## config.mk

```make
export PLATFORM = sky130hd
export DESIGN_NAME = rsp_id_restore
export DESIGN_NICKNAME = d
export VERILOG_FILES = /design/src/rtl/rsp_id_restore.sv
export SDC_FILE = /design/constraint.sdc
export NUM_CORES = 1
export LEC_CHECK = 0
export ABC_AREA = 1
export BUFFER_PORTS_ARGS = -buffer_cell sky130_fd_sc_hd__clkbuf_2
export CORE_MARGIN = 2
export CORE_UTILIZATION = 25
export CTS_CLUSTER_DIAMETER = 80
export DETAILED_ROUTE_END_ITERATION = 6
export RECOVER_POWER = 50
export SLEW_MARGIN = 20
export SYNTH_ARGS = -nofsm -noshare
export SYNTH_HDL_FRONTEND = slang
export SYNTH_SLANG_ARGS = --single-unit
```

## constraint.sdc

```tcl
create_clock -name clk -period 4.3 [get_ports clk]
set_input_delay 1.075 -clock clk [delete_from_list [all_inputs] [get_ports clk]]
set_output_delay 1.075 -clock clk [all_outputs]
set_load 0.005 [all_outputs]
```

## src/rtl/rsp_id_restore.sv

```systemverilog
// rsp_id_restore: restores the original AXI ID on tagged read-response beats.
// A shadow slot table is written by allocator grants. Each beat is looked up
// by slot index and passed through a single register slice. On the last beat
// of a burst the slot is released and reported back to the allocator.
module rsp_id_restore #(
  parameter  int ID_WIDTH        = 4,
  parameter  int DATA_WIDTH      = 64,
  parameter  int MAX_OUTSTANDING = 16,
  localparam int IDX_W           = $clog2(MAX_OUTSTANDING)
) (
  input  logic                  clk,
  input  logic                  rst,
  input  logic                  alloc_valid,
  input  logic [IDX_W-1:0]      alloc_idx,
  input  logic [ID_WIDTH-1:0]   alloc_id,
  input  logic                  s_rvalid,
  output logic                  s_rready,
  input  logic [IDX_W-1:0]      s_rid,
  input  logic [DATA_WIDTH-1:0] s_rdata,
  input  logic [1:0]            s_rresp,
  input  logic                  s_rlast,
  output logic                  m_rvalid,
  input  logic                  m_rready,
  output logic [ID_WIDTH-1:0]   m_rid,
  output logic [DATA_WIDTH-1:0] m_rdata,
  output logic [1:0]            m_rresp,
  output logic                  m_rlast,
  output logic                  free_valid,
  output logic [IDX_W-1:0]      free_idx,
  output logic                  err_unalloc,
  output logic [IDX_W:0]        outstanding_cnt
);

  // Shadow table: one valid bit and one original ID per slot.
  logic [MAX_OUTSTANDING-1:0] entry_valid;
  logic [ID_WIDTH-1:0]        entry_id [MAX_OUTSTANDING];

  logic accept;
  logic hit;
  logic free_now;
  logic alloc_dup;
  logic alloc_eff;

  // Handshake and table decisions for the current cycle. The lookup uses the
  // table contents before this edge, so a same-cycle alloc is not seen by the
  // beat. An alloc to a slot being freed right now is legal and takes effect.
  always_comb begin
    s_rready  = !m_rvalid || m_rready;
    accept    = s_rvalid && s_rready;
    hit       = entry_valid[s_rid];
    free_now  = accept && s_rlast && hit;
    alloc_dup = alloc_valid && entry_valid[alloc_idx] &&
                !(free_now && (s_rid == alloc_idx));
    alloc_eff = alloc_valid && !alloc_dup;
  end

  // Slot table update: free first, then a granted alloc overrides it.
  always_ff @(posedge clk) begin
    if (rst) begin
      entry_valid <= '0;
      for (int i = 0; i < MAX_OUTSTANDING; i++) begin
        entry_id[i] <= '0;
      end
    end else begin
      for (int i = 0; i < MAX_OUTSTANDING; i++) begin
        if (alloc_eff && (alloc_idx == IDX_W'(i))) begin
          entry_valid[i] <= 1'b1;
          entry_id[i]    <= alloc_id;
        end else if (free_now && (s_rid == IDX_W'(i))) begin
          entry_valid[i] <= 1'b0;
        end
      end
    end
  end

  // Output register slice: capture on accept, drop valid once drained.
  // Beats for unbound slots still pass, with ID 0 and a SLVERR response.
  always_ff @(posedge clk) begin
    if (rst) begin
      m_rvalid <= 1'b0;
      m_rid    <= '0;
      m_rdata  <= '0;
      m_rresp  <= 2'b00;
      m_rlast  <= 1'b0;
    end else if (accept) begin
      m_rvalid <= 1'b1;
      m_rid    <= hit ? entry_id[s_rid] : '0;
      m_rdata  <= s_rdata;
      m_rresp  <= hit ? s_rresp : 2'b10;
      m_rlast  <= s_rlast;
    end else if (m_rready) begin
      m_rvalid <= 1'b0;
    end
  end

  // Free pulse, sticky error flag and bound-slot counter.
  always_ff @(posedge clk) begin
    if (rst) begin
      free_valid      <= 1'b0;
      free_idx        <= '0;
      err_unalloc     <= 1'b0;
      outstanding_cnt <= '0;
    end else begin
      free_valid <= free_now;
      if (free_now) begin
        free_idx <= s_rid;
      end
      if (alloc_dup || (accept && !hit)) begin
        err_unalloc <= 1'b1;
      end
      case ({alloc_eff, free_now})
        2'b10:   outstanding_cnt <= outstanding_cnt + (IDX_W+1)'(1);
        2'b01:   outstanding_cnt <= outstanding_cnt - (IDX_W+1)'(1);
        default: outstanding_cnt <= outstanding_cnt;
      endcase
    end
  end

endmodule

```

==> results.sh <==
export IMPL_drive_gt1_frac=0.1694
export IMPL_cts_sinks=163
export IMPL_holdPathEnd="m_rid[2]$_SDFFE_PP0P_"
export IMPL_stdcell_count=1364
export IMPL_io_pins=168
export IMPL_finalHoldViolations=0
export IMPL_path_clk_slew_ps=70
export IMPL_critPathMaxFanout=29
export IMPL_multi_input_area_sq_um=2664
export IMPL_vias=6121
export IMPL_synth_main_ff_cell="dfxtp_1"
export IMPL_grt_overflow_total=0
export IMPL_timing_rr_end="outstanding_cnt[4]$_SDFFE_PP0P_"
export IMPL_power_uw=3691
export IMPL_port_buffers=167
export IMPL_slew_viol_final=30
export IMPL_drc=0
export IMPL_antenna_found_initial=0
export IMPL_synthTopCellsByCount="nor2_1 (201), nand2_1 (162), dfxtp_1 (99)"
export IMPL_reg2reg_from="entry_valid[4]$_SDFFE_PP0P_"
export IMPL_rows=61
export IMPL_viasPerCell=4.488
export IMPL_status="finished with violations"
export IMPL_n_fill_cell=3013
export IMPL_start_util=0.2536
export IMPL_antenna_cells=0
export IMPL_syn_inst=826
export IMPL_critPathMaxStageDelay_ps=1190
export IMPL_ant_nets=0
export IMPL_nets=1061
export IMPL_async_flop_share=0
export IMPL_cts_buffers=17
export IMPL_synth_top_cell_by_area="dfxtp_1"
export IMPL_path_common_cell="clkbuf_2"
export IMPL_clockRootBuffer="clkbuf_16"
export IMPL_die_h_um=171.6
export IMPL_insertion_delay_ps=430
export IMPL_r2r_setup_slack_ps=1420
export IMPL_wl_um=20680
export IMPL_hold_depth=2
export IMPL_grt_pass1_wl_um=32440
export IMPL_grt_pass1_vias=6036
export IMPL_grt_max_degree=73
export IMPL_slowest_stage="clkbuf_1"
export IMPL_cp_end_kind="register"
export IMPL_min_path_type="reg -> reg"
export IMPL_worst_pin_slew_ps=1663
export IMPL_cts_hold_buf=0
export IMPL_crit_type="in -> reg"
export IMPL_cap_violations=1
export IMPL_path_cells="clkbuf_2 -> clkbuf_1 -> inv_2 -> clkbuf_2 -> nand2_1"
export IMPL_cts_setup_buffers=0
export IMPL_synth_top_cells_by_area="dfxtp_1 (28%), edfxtp_1 (27%), nor2_1 (11%), nand2_1 (8.7%), o21ai_0 (5.3%)"
export IMPL_fp_dieW_um=171.6
export IMPL_ff_latch_area_sq_um=3904
export IMPL_wl_per_cell_um=15.16
export IMPL_critPathRequiredTime_ps=4410
export IMPL_synth_edf_count=64
export IMPL_finalCritPeriodShare=0.8511
export IMPL_gp_congestion=0.8878
export IMPL_core_sq_um=27710
export IMPL_powerDensity_nw_per_um2=428.5
export IMPL_yosysSeqAreaShare=0.5557
export IMPL_ys_ff_latch=163
export IMPL_htreeDepth=4
export IMPL_cts_tree="built"
export IMPL_reg2reg_depth=21
export IMPL_drtPass1Iterations=5
export IMPL_violations="capacitance limit, slew limit"
export IMPL_fmaxAchievable_ghz=0.2733
export IMPL_first_iter_violations=383
export IMPL_setup_viol=0
export IMPL_syn_cell_area_sq_um=7025
export IMPL_yosysMostFrequentCell="nor2_1"
export IMPL_tns_ps=0
export IMPL_critPathArrivalTime_ps=3770
export IMPL_grt_total_usage=0.1443
export IMPL_cts_buffer_depth=2
export IMPL_final_setup_skew_ps=10.88
export IMPL_dp_cells=1332
export IMPL_synth_top_area_frac=0.2821
export IMPL_hp_start="m_rid[2]$_SDFFE_PP0P_"
export IMPL_cts_resized_gates=0
export IMPL_area_growth_pct=22.62
export IMPL_rsz0062_at_grt="no"
export IMPL_period_needed_ps=3660
export IMPL_syn_nets=914
export IMPL_ys_warn_count=0
export IMPL_p_leak_uw=0.003591
export IMPL_worst_setup_path_start_kind="input pin"
export IMPL_irDropWorstVdd_v=0.0003057
export IMPL_max_slew_margin=-0.1086
export IMPL_dieArea_sq_um=29460
export IMPL_netlist_cell_type_count=35
export IMPL_post_synth_cell_area_avg_sq_um=8.505
export IMPL_hpwl_um=15010
## how the worst max path moves through the flow
| stage | from | slack [ps] | end |
|---|---|---|---|
| after detailed placement | s_rid[0] | 420 | outstanding_cnt[4]$_SDFFE_PP0P_ |
| after global routing | s_rid[0] | 350 | outstanding_cnt[4]$_SDFFE_PP0P_ |
| after CTS | s_rid[0] | 870 | outstanding_cnt[4]$_SDFFE_PP0P_ |
| final | rst | 640 | entry_id[10][3]$_DFFE_PP_ |
| after global placement | s_rid[1] | 570 | outstanding_cnt[4]$_SDFFE_PP0P_ |
| after floorplan | s_rid[2] | 900 | outstanding_cnt[4]$_SDFFE_PP0P_ |
## cell usage in the layout (no fill, tap or decap), types with 2 or more instances in the layout
cell / instances
nor2_1: 201
nand2_1: 162
clkbuf_2: 101
dfxtp_1: 99
o21ai_0: 78
clkbuf_1: 69
edfxtp_1: 64
nand3_1: 37
a22oi_1: 32
inv_1: 31
clkbuf_16: 18
a21oi_1: 15
o21ai_1: 10
xor2_1: 7
buf_4: 7
nand3_2: 6
a21oi_2: 6
inv_2: 5
nand4_1: 5
ha_1: 4
inv_8: 4
nor2_2: 3
inv_6: 3
nor2_4: 2
nand2_4: 2
nand2_2: 2
inv_4: 2
clkinv_8: 2
## per-stage QoR
stage               setup WS (ps)    util  cell area, sq um  hold WS [ps]
finish                      640.4  0.3109              8615         468.4
CTS                         866.5  0.3161              8757         470.7
global route                348.7  0.3109              8615         486.9
detailed placement          423.7  0.2940              8145         460.1
floorplan                   901.3       -              7025         461.8
global placement            569.7  0.2940              8145         453.7
## power breakdown
group,switching [uW],internal (uW),leakage [uW],total [uW]
registers,47.9,1710,0.00143,1750
logic,238,128,0.00186,366
clock network,709,863,0.000300,1570
## critical path, delay by kind of cell
family	cells	cell delay [ps]
simple gates	1	360
buf+inv	4	2320
## routing by layer
layer / wire length (um) / vias up / GRT usage
met5: 0 / - / 0
met4: 316 / 0 / 0.04606
met3: 1782 / 27 / 0.04740
met2: 10110 / 263 / 0.2466
met1: 8468 / 2813 / 0.1708
li1: - / 3018 / -
## logic make-up after synthesis
kind of cell | after synthesis | share of synthesized area
fa+ha+maj | 4 | 0.007124
simple gates | 421 | 0.2499
xor+xnor | 8 | 0.009974
buf+inv | 87 | 0.05913
compound gates | 143 | 0.1183
flops | 163 | 0.5557
## registers in the layout, indices dropped and copies added, names as in the netlist, 2 cells and up
register,cells
entry_id,64
m_rdata,64
entry_valid,16
outstanding_cnt,5
free_idx,4
m_rid,4
m_rresp,2
## layout make-up
class | count | area share
Clock inverter | 14 | 0.01874
Inverter | 37 | 0.01641
Multi-Input combinational cell | 576 | 0.3092
Tap cell | 378 | 0.05490
Timing Repair Buffer | 178 | 0.09528
Sequential cell | 163 | 0.4532
Clock buffer | 18 | 0.05229
Note: power is estimated with default switching activity, not from simulation.
